$ cat src/rtl/bld_type_stats_if.sv
// Allele-pair input stream and phenotype output stream for bld_type_stats.
// The master drives pairs and consumes results; the slave is the classifier.
interface bld_type_stats_if;
    logic       in_valid;
    logic       in_ready;
    logic [1:0] allelm;
    logic [1:0] allelf;
    logic       out_valid;
    logic       out_ready;
    logic [2:0] pheno;

    modport master (
        output in_valid,
        output allelm,
        output allelf,
        output out_ready,
        input  in_ready,
        input  out_valid,
        input  pheno
    );

    modport slave (
        input  in_valid,
        input  allelm,
        input  allelf,
        input  out_ready,
        output in_ready,
        output out_valid,
        output pheno
    );
endinterface

$ cat src/rtl/bld_type_stats.sv
// Streaming ABO phenotype classifier: one-deep registered output stage plus
// saturating per-class tallies, a total-accepted count and a sticky sat flag.
module bld_type_stats #(
    parameter int unsigned CNT_W = 8,
    parameter int unsigned TOT_W = 10
) (
    input  logic               clk,
    input  logic               rst,
    input  logic               clr,
    bld_type_stats_if.slave    bus,
    output logic [CNT_W-1:0]   cnt_a,
    output logic [CNT_W-1:0]   cnt_b,
    output logic [CNT_W-1:0]   cnt_ab,
    output logic [CNT_W-1:0]   cnt_o,
    output logic [CNT_W-1:0]   cnt_ill,
    output logic [TOT_W-1:0]   cnt_tot,
    output logic               sat
);

    localparam int unsigned NumCls = 5;
    localparam logic [2:0]  PhIll  = 3'd7;
    localparam logic [2:0]  ClsIll = 3'd4;

    localparam logic [CNT_W-1:0] CntMax = '1;
    localparam logic [CNT_W-1:0] CntOne = CNT_W'(1);
    localparam logic [TOT_W-1:0] TotMax = '1;
    localparam logic [TOT_W-1:0] TotOne = TOT_W'(1);

    logic             out_valid_q;
    logic [2:0]       pheno_q;
    logic             accept;
    logic [2:0]       dec;
    logic [2:0]       cls;

    logic [CNT_W-1:0] cls_q [NumCls];
    logic [CNT_W-1:0] cls_d [NumCls];
    logic [TOT_W-1:0] tot_q;
    logic [TOT_W-1:0] tot_d;
    logic             sat_q;
    logic             sat_d;

    // Only out_ready reaches in_ready combinationally.
    assign bus.in_ready  = !out_valid_q || bus.out_ready;
    assign bus.out_valid = out_valid_q;
    assign bus.pheno     = pheno_q;
    assign accept        = bus.in_valid && bus.in_ready;

    // Full decode table indexed by {maternal, paternal}.
    always_comb begin
        dec = PhIll;
        case ({bus.allelm, bus.allelf})
            4'b0000, 4'b0010, 4'b1000: dec = 3'd0;
            4'b0101, 4'b0110, 4'b1001: dec = 3'd1;
            4'b0001, 4'b0100:          dec = 3'd2;
            4'b1010:                   dec = 3'd3;
            default:                   dec = PhIll;
        endcase
    end

    assign cls = (dec == PhIll) ? ClsIll : dec;

    // clr zeroes the base first so a same-cycle accept is counted on top of it.
    always_comb begin
        sat_d = clr ? 1'b0 : sat_q;
        tot_d = clr ? '0 : tot_q;
        for (int i = 0; i < NumCls; i++) begin
            cls_d[i] = clr ? '0 : cls_q[i];
        end
        if (accept) begin
            for (int i = 0; i < NumCls; i++) begin
                if (cls == 3'(i)) begin
                    if (cls_d[i] == CntMax) begin
                        sat_d = 1'b1;
                    end else begin
                        cls_d[i] = cls_d[i] + CntOne;
                    end
                end
            end
            if (tot_d == TotMax) begin
                sat_d = 1'b1;
            end else begin
                tot_d = tot_d + TotOne;
            end
        end
    end

    always_ff @(posedge clk) begin
        if (rst) begin
            out_valid_q <= 1'b0;
            pheno_q     <= 3'd0;
            tot_q       <= '0;
            sat_q       <= 1'b0;
            for (int i = 0; i < NumCls; i++) begin
                cls_q[i] <= '0;
            end
        end else begin
            if (accept) begin
                out_valid_q <= 1'b1;
                pheno_q     <= dec;
            end else if (bus.out_ready) begin
                out_valid_q <= 1'b0;
            end
            tot_q <= tot_d;
            sat_q <= sat_d;
            for (int i = 0; i < NumCls; i++) begin
                cls_q[i] <= cls_d[i];
            end
        end
    end

    assign cnt_a   = cls_q[0];
    assign cnt_b   = cls_q[1];
    assign cnt_ab  = cls_q[2];
    assign cnt_o   = cls_q[3];
    assign cnt_ill = cls_q[4];
    assign cnt_tot = tot_q;
    assign sat     = sat_q;

endmodule

$ cat src/flat_wrapper.sv
// flat-port wrapper written by rule: the top's interface ports become plain ports
module bld_type_stats_flat 
#(
    parameter int unsigned CNT_W = 8,
    parameter int unsigned TOT_W = 10
)
  (clk, rst, clr, cnt_a, cnt_b, cnt_ab, cnt_o, cnt_ill, cnt_tot, sat, bus_in_valid, bus_allelm, bus_allelf, bus_out_ready, bus_in_ready, bus_out_valid, bus_pheno);
  bld_type_stats_if bus_i ();
  input  logic clk;
  input  logic rst;
  input  logic clr;
  output logic [CNT_W-1:0] cnt_a;
  output logic [CNT_W-1:0] cnt_b;
  output logic [CNT_W-1:0] cnt_ab;
  output logic [CNT_W-1:0] cnt_o;
  output logic [CNT_W-1:0] cnt_ill;
  output logic [TOT_W-1:0] cnt_tot;
  output logic sat;
  input wire logic [$bits(bus_i.in_valid)-1:0] bus_in_valid;
  input wire logic [$bits(bus_i.allelm)-1:0] bus_allelm;
  input wire logic [$bits(bus_i.allelf)-1:0] bus_allelf;
  input wire logic [$bits(bus_i.out_ready)-1:0] bus_out_ready;
  output wire logic [$bits(bus_i.in_ready)-1:0] bus_in_ready;
  output wire logic [$bits(bus_i.out_valid)-1:0] bus_out_valid;
  output wire logic [$bits(bus_i.pheno)-1:0] bus_pheno;
  assign bus_i.in_valid = bus_in_valid;
  assign bus_i.allelm = bus_allelm;
  assign bus_i.allelf = bus_allelf;
  assign bus_i.out_ready = bus_out_ready;
  assign bus_in_ready = bus_i.in_ready;
  assign bus_out_valid = bus_i.out_valid;
  assign bus_pheno = bus_i.pheno;
  bld_type_stats #(.CNT_W(CNT_W), .TOT_W(TOT_W)) u_core (.clk(clk), .rst(rst), .clr(clr), .bus(bus_i), .cnt_a(cnt_a), .cnt_b(cnt_b), .cnt_ab(cnt_ab), .cnt_o(cnt_o), .cnt_ill(cnt_ill), .cnt_tot(cnt_tot), .sat(sat));
endmodule
$ cat config.mk
export PLATFORM = sky130hd
export DESIGN_NAME = bld_type_stats_flat
export DESIGN_NICKNAME = d
export VERILOG_FILES = /design/src/rtl/bld_type_stats_if.sv /design/src/rtl/bld_type_stats.sv /design/src/flat_wrapper.sv
export SDC_FILE = /design/constraint.sdc
export NUM_CORES = 1
export LEC_CHECK = 0
export ABC_AREA = 1
export CORE_MARGIN = 2
export CORE_UTILIZATION = 58
export DETAILED_ROUTE_END_ITERATION = 10
export GPL_TIMING_DRIVEN = 0
export PLACE_DENSITY = 0.87
export SLEW_MARGIN = 20
export SYNTH_ARGS = -nofsm -noshare
export SYNTH_HDL_FRONTEND = slang
export SYNTH_SLANG_ARGS = --single-unit
$ cat constraint.sdc
create_clock -name clk -period 5.06 [get_ports clk]
set_clock_uncertainty 0.15 [all_clocks]
set_input_delay 0.506 -clock clk [delete_from_list [all_inputs] [get_ports clk]]
set_output_delay 0.506 -clock clk [all_outputs]
set_load 0.02 [all_outputs]
==> results by group, run 1 <==
Status
  • Status: finished, final reports clean

Cells and area
  • Nets@finish: just under 700
  • Area delta synth->final: 21.8%
  • Antenna fix cells: 0
  • Share of cells above drive strength 1: 7.76%

Worst setup path
  • Startpoint types: input port
  • Crit end category: flip-flop
  • Maximum fanout along the worst path: 10
  • Crit path DAT: roughly 3.1 ns
  • R2R setup slack: 2.99 ns
  • Worst endpoint required time: 5.12 ns
  • Setup Crit Path Kind: in -> reg

Synth
  • Flops & latches, synth: 55
  • Part of the Yosys area used for sequential elements: 30.1%
  • Syn. warnings: 0
  • Syn_area_per_cell: roughly 6.1 um2
  • Distinct cells, synth: 38
  • Synthesized net count: 619
  • Synth area leader: dfxtp_1
  • Post-Synthesis Cells: approximately 600
  • Share of the synthesized area in the top cell type: around 30%
  • Post-Syn Area: 3660 um2
  • Area contributors post-synth: dfxtp_1 (30%), nand2_1 (16%), nor2_1 (8.9%), inv_1 (8.2%), nand3_1 (6.1%)

Placement
  • PortBufs: 63
  • Pre-CTS setup slack: 1.74 ns
  • Global placement routability congestion: 0.885
  • Post-DP HPWL: roughly 7400 um

Route
  • Vias: 4,077
  • Drt drc: 0
  • Drt wl/cell: 13.6 um
  • Drt pass-1 iters: 6
  • Via density: 5.47
  • DR iter-0 viols: around 290
  • Final antenna-violating net count: 0
  • Drt total wl: ~10,000 um

Pwr
  • Internal power: 0.000582 W
  • Sw frac: 29.9%
  • Leak: 1.79 nW
  • Sequential cell fraction of total power: 53.9%
  • Clock network fraction of total power: 28.3%
  • Power per cell area: ~190 nW/um2
  • Psw: between 0.0002 and 0.00025 W
  • Logic pwr share: approximately 18%
  • VDD IR max: 113 uV

CTS
  • CTS Root Cell: clkbuf_8
  • CTS tree: yes
  • Deepest clock path buffer count: 2
  • CTS sink cnt: 55
  • Clk_lat worst skew: 0.31 ns
  • CTS Hold Bufs: 0
  • # H-tree levels: 2
  • Num CTS Buffers: 5
  • Clock transition at path regs: roughly 0.10 ns
  • Post-cts resize count: 0
  • Postcts setup bufs: 0

Timing
  • Fin crit period: 3.02 ns
  • Final cycle utilization of the critical path: 59.7%
  • Final setup TNS: 0 ns
  • Worst setup margin: ~2.0 ns
  • Worst Tran Pin Value: around 0.7 ns
  • RSZ-0062 raised after global routing: no
  • Final Hold Viols: 0
  • Slew margin rel.: between 50% and 60%
  • Max Transition Viols Final: 0
  • Setup-failing EPs final: 0
  • Fmax: ~0.33 GHz

Floorplanning
  • Core ar.: 6030 um2
  • Row Count: 28
  • Vert. Die Dim: 83.5 um
  • Effective utilization at floorplan: approximately three fifths
  • Io pins: 65
  • Die width: approximately 83 um
  • Die Area: between 6000 and 7000 um2

Global routing
  • Initial antenna violation count: 0
  • Total global routing overflow: 0
  • Global-route wire length before repair: 16,800 um
  • Largest net degree at the start of global routing: 15
  • Global Route Usage Sum: 28.9%
  • Vias in the first global route: 3,813

Worst hold path
  • Hold WC Path Type: reg -> reg

Job
  • MaxCap Viol Count: 0
## placed cells by master (no fill, tap or decap), types with 2 or more instances in the layout
cell,synthesis,layout
ha_1,9,9
buf_4,3,3
nand4_1,6,6
nand2_1,153,153
o21ai_0,34,34
nand3b_1,6,6
clkdlybuf4s50_1,0,63
nand3_1,45,45
inv_1,80,80
xnor2_1,2,2
buf_2,6,6
nand2_2,10,10
nand2_4,2,2
clkbuf_1,6,7
nor3_1,10,10
or2_2,2,2
buf_1,3,3
clkbuf_8,0,5
xor2_1,2,2
nor3b_1,2,2
dfxtp_1,55,55
o21ai_1,11,11
nand3_2,3,3
nor2_2,5,5
a21oi_1,38,38
nor2_1,87,87
inv_2,7,7
nor2_4,2,2
## area by class of cell
class | count | area [um2]
Clock buffer | 6 | 72.6
Timing Repair Buffer | 63 | 631
Fill cell | 525 | 1570
Sequential cell | 55 | 1100
Inverter | 88 | 333
Buffer | 18 | 86.3
Multi-Input combinational cell | 440 | 2140
Tap cell | 75 | 93.8
## routing by layer
metal  share of wire, %  track usage (%)  vias up
met3                7.3             5.84       22
met4                2.0             9.09        0
met5                  0                0        -
met1                 42             35.0     1844
li1                   -                -     2041
met2                 49             51.3      170
## registers in the layout, indices dropped and copies added (netlist names)
| register | cells |
|---|---|
| u_core.sat | 1 |
| u_core.bus.pheno | 3 |
| u_core.cls_q | 40 |
| u_core.cnt_tot | 10 |
| u_core.bus.out_valid | 1 |
## worst max-delay path, stage by stage
cell             delay (ns)
clkdlybuf4s50_1        0.43
buf_2                  0.22
buf_2                  0.24
buf_2                  0.24
nor2_1                 0.17
ha_1                   0.21
inv_1                  0.06
nor3_1                 0.28
nand2_1                0.13
nor2_1                 0.11
inv_1                  0.10
nand3_4                0.11
inv_2                  0.06
o21ai_0                0.14
nor2_1                 0.06
## Yosys cell counts
cell type,instances
a211oi_1,1
a21oi_1,38
a31oi_1,1
buf_1,3
buf_2,6
buf_4,3
clkbuf_1,6
dfxtp_1,55
ha_1,9
inv_1,80
inv_2,7
inv_4,1
nand2_1,153
nand2_2,10
nand2_4,2
nand3_1,45
nand3_2,3
nand3_4,1
nand3b_1,6
nand3b_4,1
nand4_1,6
nor2_1,87
nor2_2,5
nor2_4,2
nor2_8,1
nor3_1,10
nor3_2,1
nor3b_1,2
nor3b_2,1
o211ai_1,1
o21a_1,1
o21ai_0,34
o21ai_1,11
o21ai_2,1
o22ai_1,1
or2_2,2
xnor2_1,2
xor2_1,2
## power by group through the flow
stage	sequential [W]	clock (W)	combinational [W]
final	0.000448	0.000235	0.000148
after global routing	0.000449	0.000249	0.000160
after CTS	0.000448	0.000237	0.000146
after detailed placement	0.000458	0	0.000145
after global placement	0.000458	0	0.000141
after floorplan	0.000467	0	0.0000818
## final timing paths
check                                                  startpoint                                end  cells past startpoint
worst max-delay path                                          clr      u_core.cls_q[0][9]$_SDFF_PP0_                     15
worst min-delay path            u_core.bus.out_valid$_SDFFE_PP0P_  u_core.bus.out_valid$_SDFFE_PP0P_                      2
worst max register to register      u_core.cls_q[0][1]$_SDFF_PP0_      u_core.cls_q[0][3]$_SDFF_PP0_                     11
worst min register to register  u_core.bus.out_valid$_SDFFE_PP0P_  u_core.bus.out_valid$_SDFFE_PP0P_                      2
## through the flow
stage               total power, W  instances  hold WS (ns)  instance area [um2]  util [%]
finish                    0.000831        745         0.385                 4460      74.0
global route              0.000858        745         0.411                 4460      74.0
detailed placement        0.000603        739         0.365                 4390      72.8
CTS                       0.000831        745         0.383                 4460      74.0
global placement          0.000599        739         0.339                 4390      72.8
floorplan                 0.000549        601         0.422                 3660         -
## cell families after synthesis
family | after synthesis | synth area share (%)
and+or+nand+nor | 338 | 41.9
buffers and inverters | 106 | 11.4
AOI/OAI and AO/OA | 89 | 12.5
DFF | 55 | 30.1
adders and majority gates | 9 | 3.07
xor gates and xnor gates | 4 | 0.957
Power figures use the tool's default switching activity.
==> run 2, diff against run 1 <==
--- a/config.mk
+++ b/config.mk
@@ -7,10 +7,10 @@
 export LEC_CHECK = 0
 export ABC_AREA = 1
 export CORE_MARGIN = 2
-export CORE_UTILIZATION = 58
+export CORE_UTILIZATION = 48
 export DETAILED_ROUTE_END_ITERATION = 10
 export GPL_TIMING_DRIVEN = 0
-export PLACE_DENSITY = 0.87
+export PLACE_DENSITY = 0.77
 export SLEW_MARGIN = 20
 export SYNTH_ARGS = -nofsm -noshare
 export SYNTH_HDL_FRONTEND = slang
==> constraint.sdc (replaced) <==
create_clock -name clk -period 2.7 [get_ports clk]
set_clock_uncertainty 0.15 [all_clocks]
set_input_delay 0.27 -clock clk [delete_from_list [all_inputs] [get_ports clk]]
set_output_delay 0.27 -clock clk [all_outputs]
set_load 0.02 [all_outputs]
==> run 2 against run 1 <==
Net effect: critical path depth is 2 higher; first-iteration DRC count increased by 32%; critical endpoint is now u_core.cls_q[0][11]$_SDFF_PP0_; design area is 2.0% higher; setup slack got worse by 1.9 ns; largest cell class unchanged; combinational power increased by 86%; die area increased by 20%; non-clock buffer count stayed put; utilization decreased by 12 points.
==> results by group, run 2 (same netlist as run 1, synthesis figures left out) <==
Timing
  • Final Hold Viols: 0
  • Final cycle utilization of the critical path: 93.4%
  • Setup-failing EPs final: 0
  • Worst Tran Pin Value: 0.687 ns
  • WHS: 0.219 ns
  • Fmax: 0.396 GHz
  • Slew margin rel.: 54.2%
  • Max Transition Viols Final: 0
  • Fin crit period: 2.52 ns

Placement
  • Global placement routability congestion: 0.936
  • Dpl cell area: 4420 um2
  • Post-DP HPWL: 7600 um
  • PortBufs: 63

Floorplanning
  • Row Count: 31
  • Effective utilization at floorplan: around 50%
  • Vert. Die Dim: 91.4 um
  • Core ar.: 7330 um2
  • Die width: 91.4 um
  • Die Area: 8340 um2
  • Io pins: 65

Worst setup path
  • CP bufs+invs: 8
  • Setup Crit Path Kind: in -> reg
  • Crit path DAT: 2.63 ns
  • Crit path from: clr
  • Maximum fanout along the worst path: 10
  • CP max stage delay: ~0.49 ns
  • Top cell family by delay on the critical path: buffers and inverters
  • Slowest CP cell: clkdlybuf4s50_1
  • Startpoint types: input port
  • Critical R2R Launch: u_core.bus.out_valid$_SDFFE_PP0P_
  • Crit path cell chain: clkdlybuf4s50_1 > buf_4 > buf_4 > buf_4 > nor2_1 > ha_1 > inv_1 > nor3_4 > nand2_1 > nor2_1 > inv_1 > nand3_4 > inv_2 > nand2_1 > nand2_1 > inv_1 > nor2_1
  • Crit end category: flip-flop
  • Worst endpoint required time: 2.81 ns

Pwr
  • Power per cell area: 355 nW/um2
  • Total chip power: 0.00161 W
  • VDD IR max: a little over 200 uV
  • Clock network fraction of total power: a little under a third
  • Psw: 0.000507 W
  • Internal power: 0.00111 W
  • Sw frac: 31.4%
  • Leak: 1.82 nW
  • Sequential cell fraction of total power: 52.1%
  • Logic pwr share: 17.1%

Cells and area
  • Commonest non-fill, non-tap cell in the layout: nand2_1
  • Top reg by flops: u_core.cls_q
  • Antenna fix cells: 0
  • Max FFs per register: 40
  • Most frequent cells in the layout: nand2_1 (152), nor2_1 (84), inv_1 (80), clkdlybuf4s50_1 (63), dfxtp_1 (55)
  • Finished Core Util: 62.0%
  • Fin area: approximately 4500 um2
  • Area delta synth->final: 24.2%
  • Nets@finish: between 600 and 700
  • Share of cells above drive strength 1: 9.23%
  • Fillers: roughly 690

Global routing
  • Global Route Usage Sum: 24.6%
  • Global-route wire length before repair: 16,800 um
  • Total global routing overflow: 0
  • Initial antenna violation count: 0
  • Vias in the first global route: 3,670
  • Largest net degree at the start of global routing: 19

Route
  • Drt drc: 0
  • Vias: between 4,000 and 5,000
  • Via density: 5.26
  • Drt pass-1 iters: 6
  • Drt total wl: about 10,000 um
  • Drt wl/cell: 13.4 um
  • DR iter-0 viols: 380
  • Final antenna-violating net count: 0

Status
  • Status: finished, final reports clean

CTS
  • Deepest clock path buffer count: 2
  • Num CTS Buffers: 5
  • CTS Hold Bufs: 0
  • CTS Root Cell: clkbuf_8
  • CTS tree: yes
  • CTS sink cnt: between 50 and 60
  • Clk_lat worst skew: 0.33 ns
  • Clock transition at path regs: 0.12 ns
  • # H-tree levels: 2

Worst hold path
  • Worst Hold Launch: rst
  • Hold WC Path Type: in -> reg

Job
  • MaxCap Viol Count: 0
## run 2: layout make-up
| cell class | instances | area (um2) | area share (%) |
|---|---|---|---|
| multi-input combinational | 440 | 2170 | 47.7 |
| buffer | 17 | 88.8 | 1.95 |
| clock buffer | 5 | 68.8 | 1.51 |
| timing repair buffer | 64 | 638 | 14.0 |
| sequential | 55 | 1100 | 24.2 |
| tap | 99 | 124 | 2.72 |
| clock inverter | 3 | 22.5 | 0.495 |
| inverter | 88 | 333 | 7.32 |
## run 2: stage by stage
stage	cells	setup slack [ns]	setup TNS, ns
after CTS	771	0.0164	0
after global placement	763	-0.356	-7.87
after global routing	771	-0.00211	-0.00211
final	771	0.178	0
after floorplan	601	0.489	0
after detailed placement	763	-0.399	-9.66
## run 2: power groups by stage
stage                     Clock (W)  Combinational (W)  Sequential (W)
final                      0.000496           0.000276        0.000840
after global routing       0.000528           0.000301        0.000842
after CTS                  0.000493           0.000274        0.000840
after detailed placement          0           0.000273        0.000858
after global placement            0           0.000267        0.000858
after floorplan                   0           0.000153        0.000876
## run 2: per-layer routing
metal	wire length [um]	vias up	track usage, %
li1	-	2044	-
met1	4550	1837	31.1
met2	4930	153	42.3
met3	651	20	4.56
met4	207	0	7.95
met5	0	-	0
## run 2: final timing paths
path / to / slack, ns / cells after the start
worst max-delay path: u_core.cls_q[0][11]$_SDFF_PP0_ / 0.18 / 17
worst min-delay path: u_core.cnt_tot[2]$_SDFF_PP0_ / 0.22 / 2
worst max register to register: u_core.bus.pheno[1]$_SDFFE_PP0P_ / 0.53 / 6
worst min register to register: u_core.bus.pheno[1]$_SDFFE_PP0P_ / 0.38 / 2
## run 2: timing repair
| action | 4_1_cts | 5_1_grt |
|---|---|---|
| buffers inserted | 0 | 1 |
| gates cloned | 0 | 0 |
| resized for setup | 2 | 11 |
| pin swaps | 0 | 2 |
| endpoints found under the setup margin | 10 | 29 |
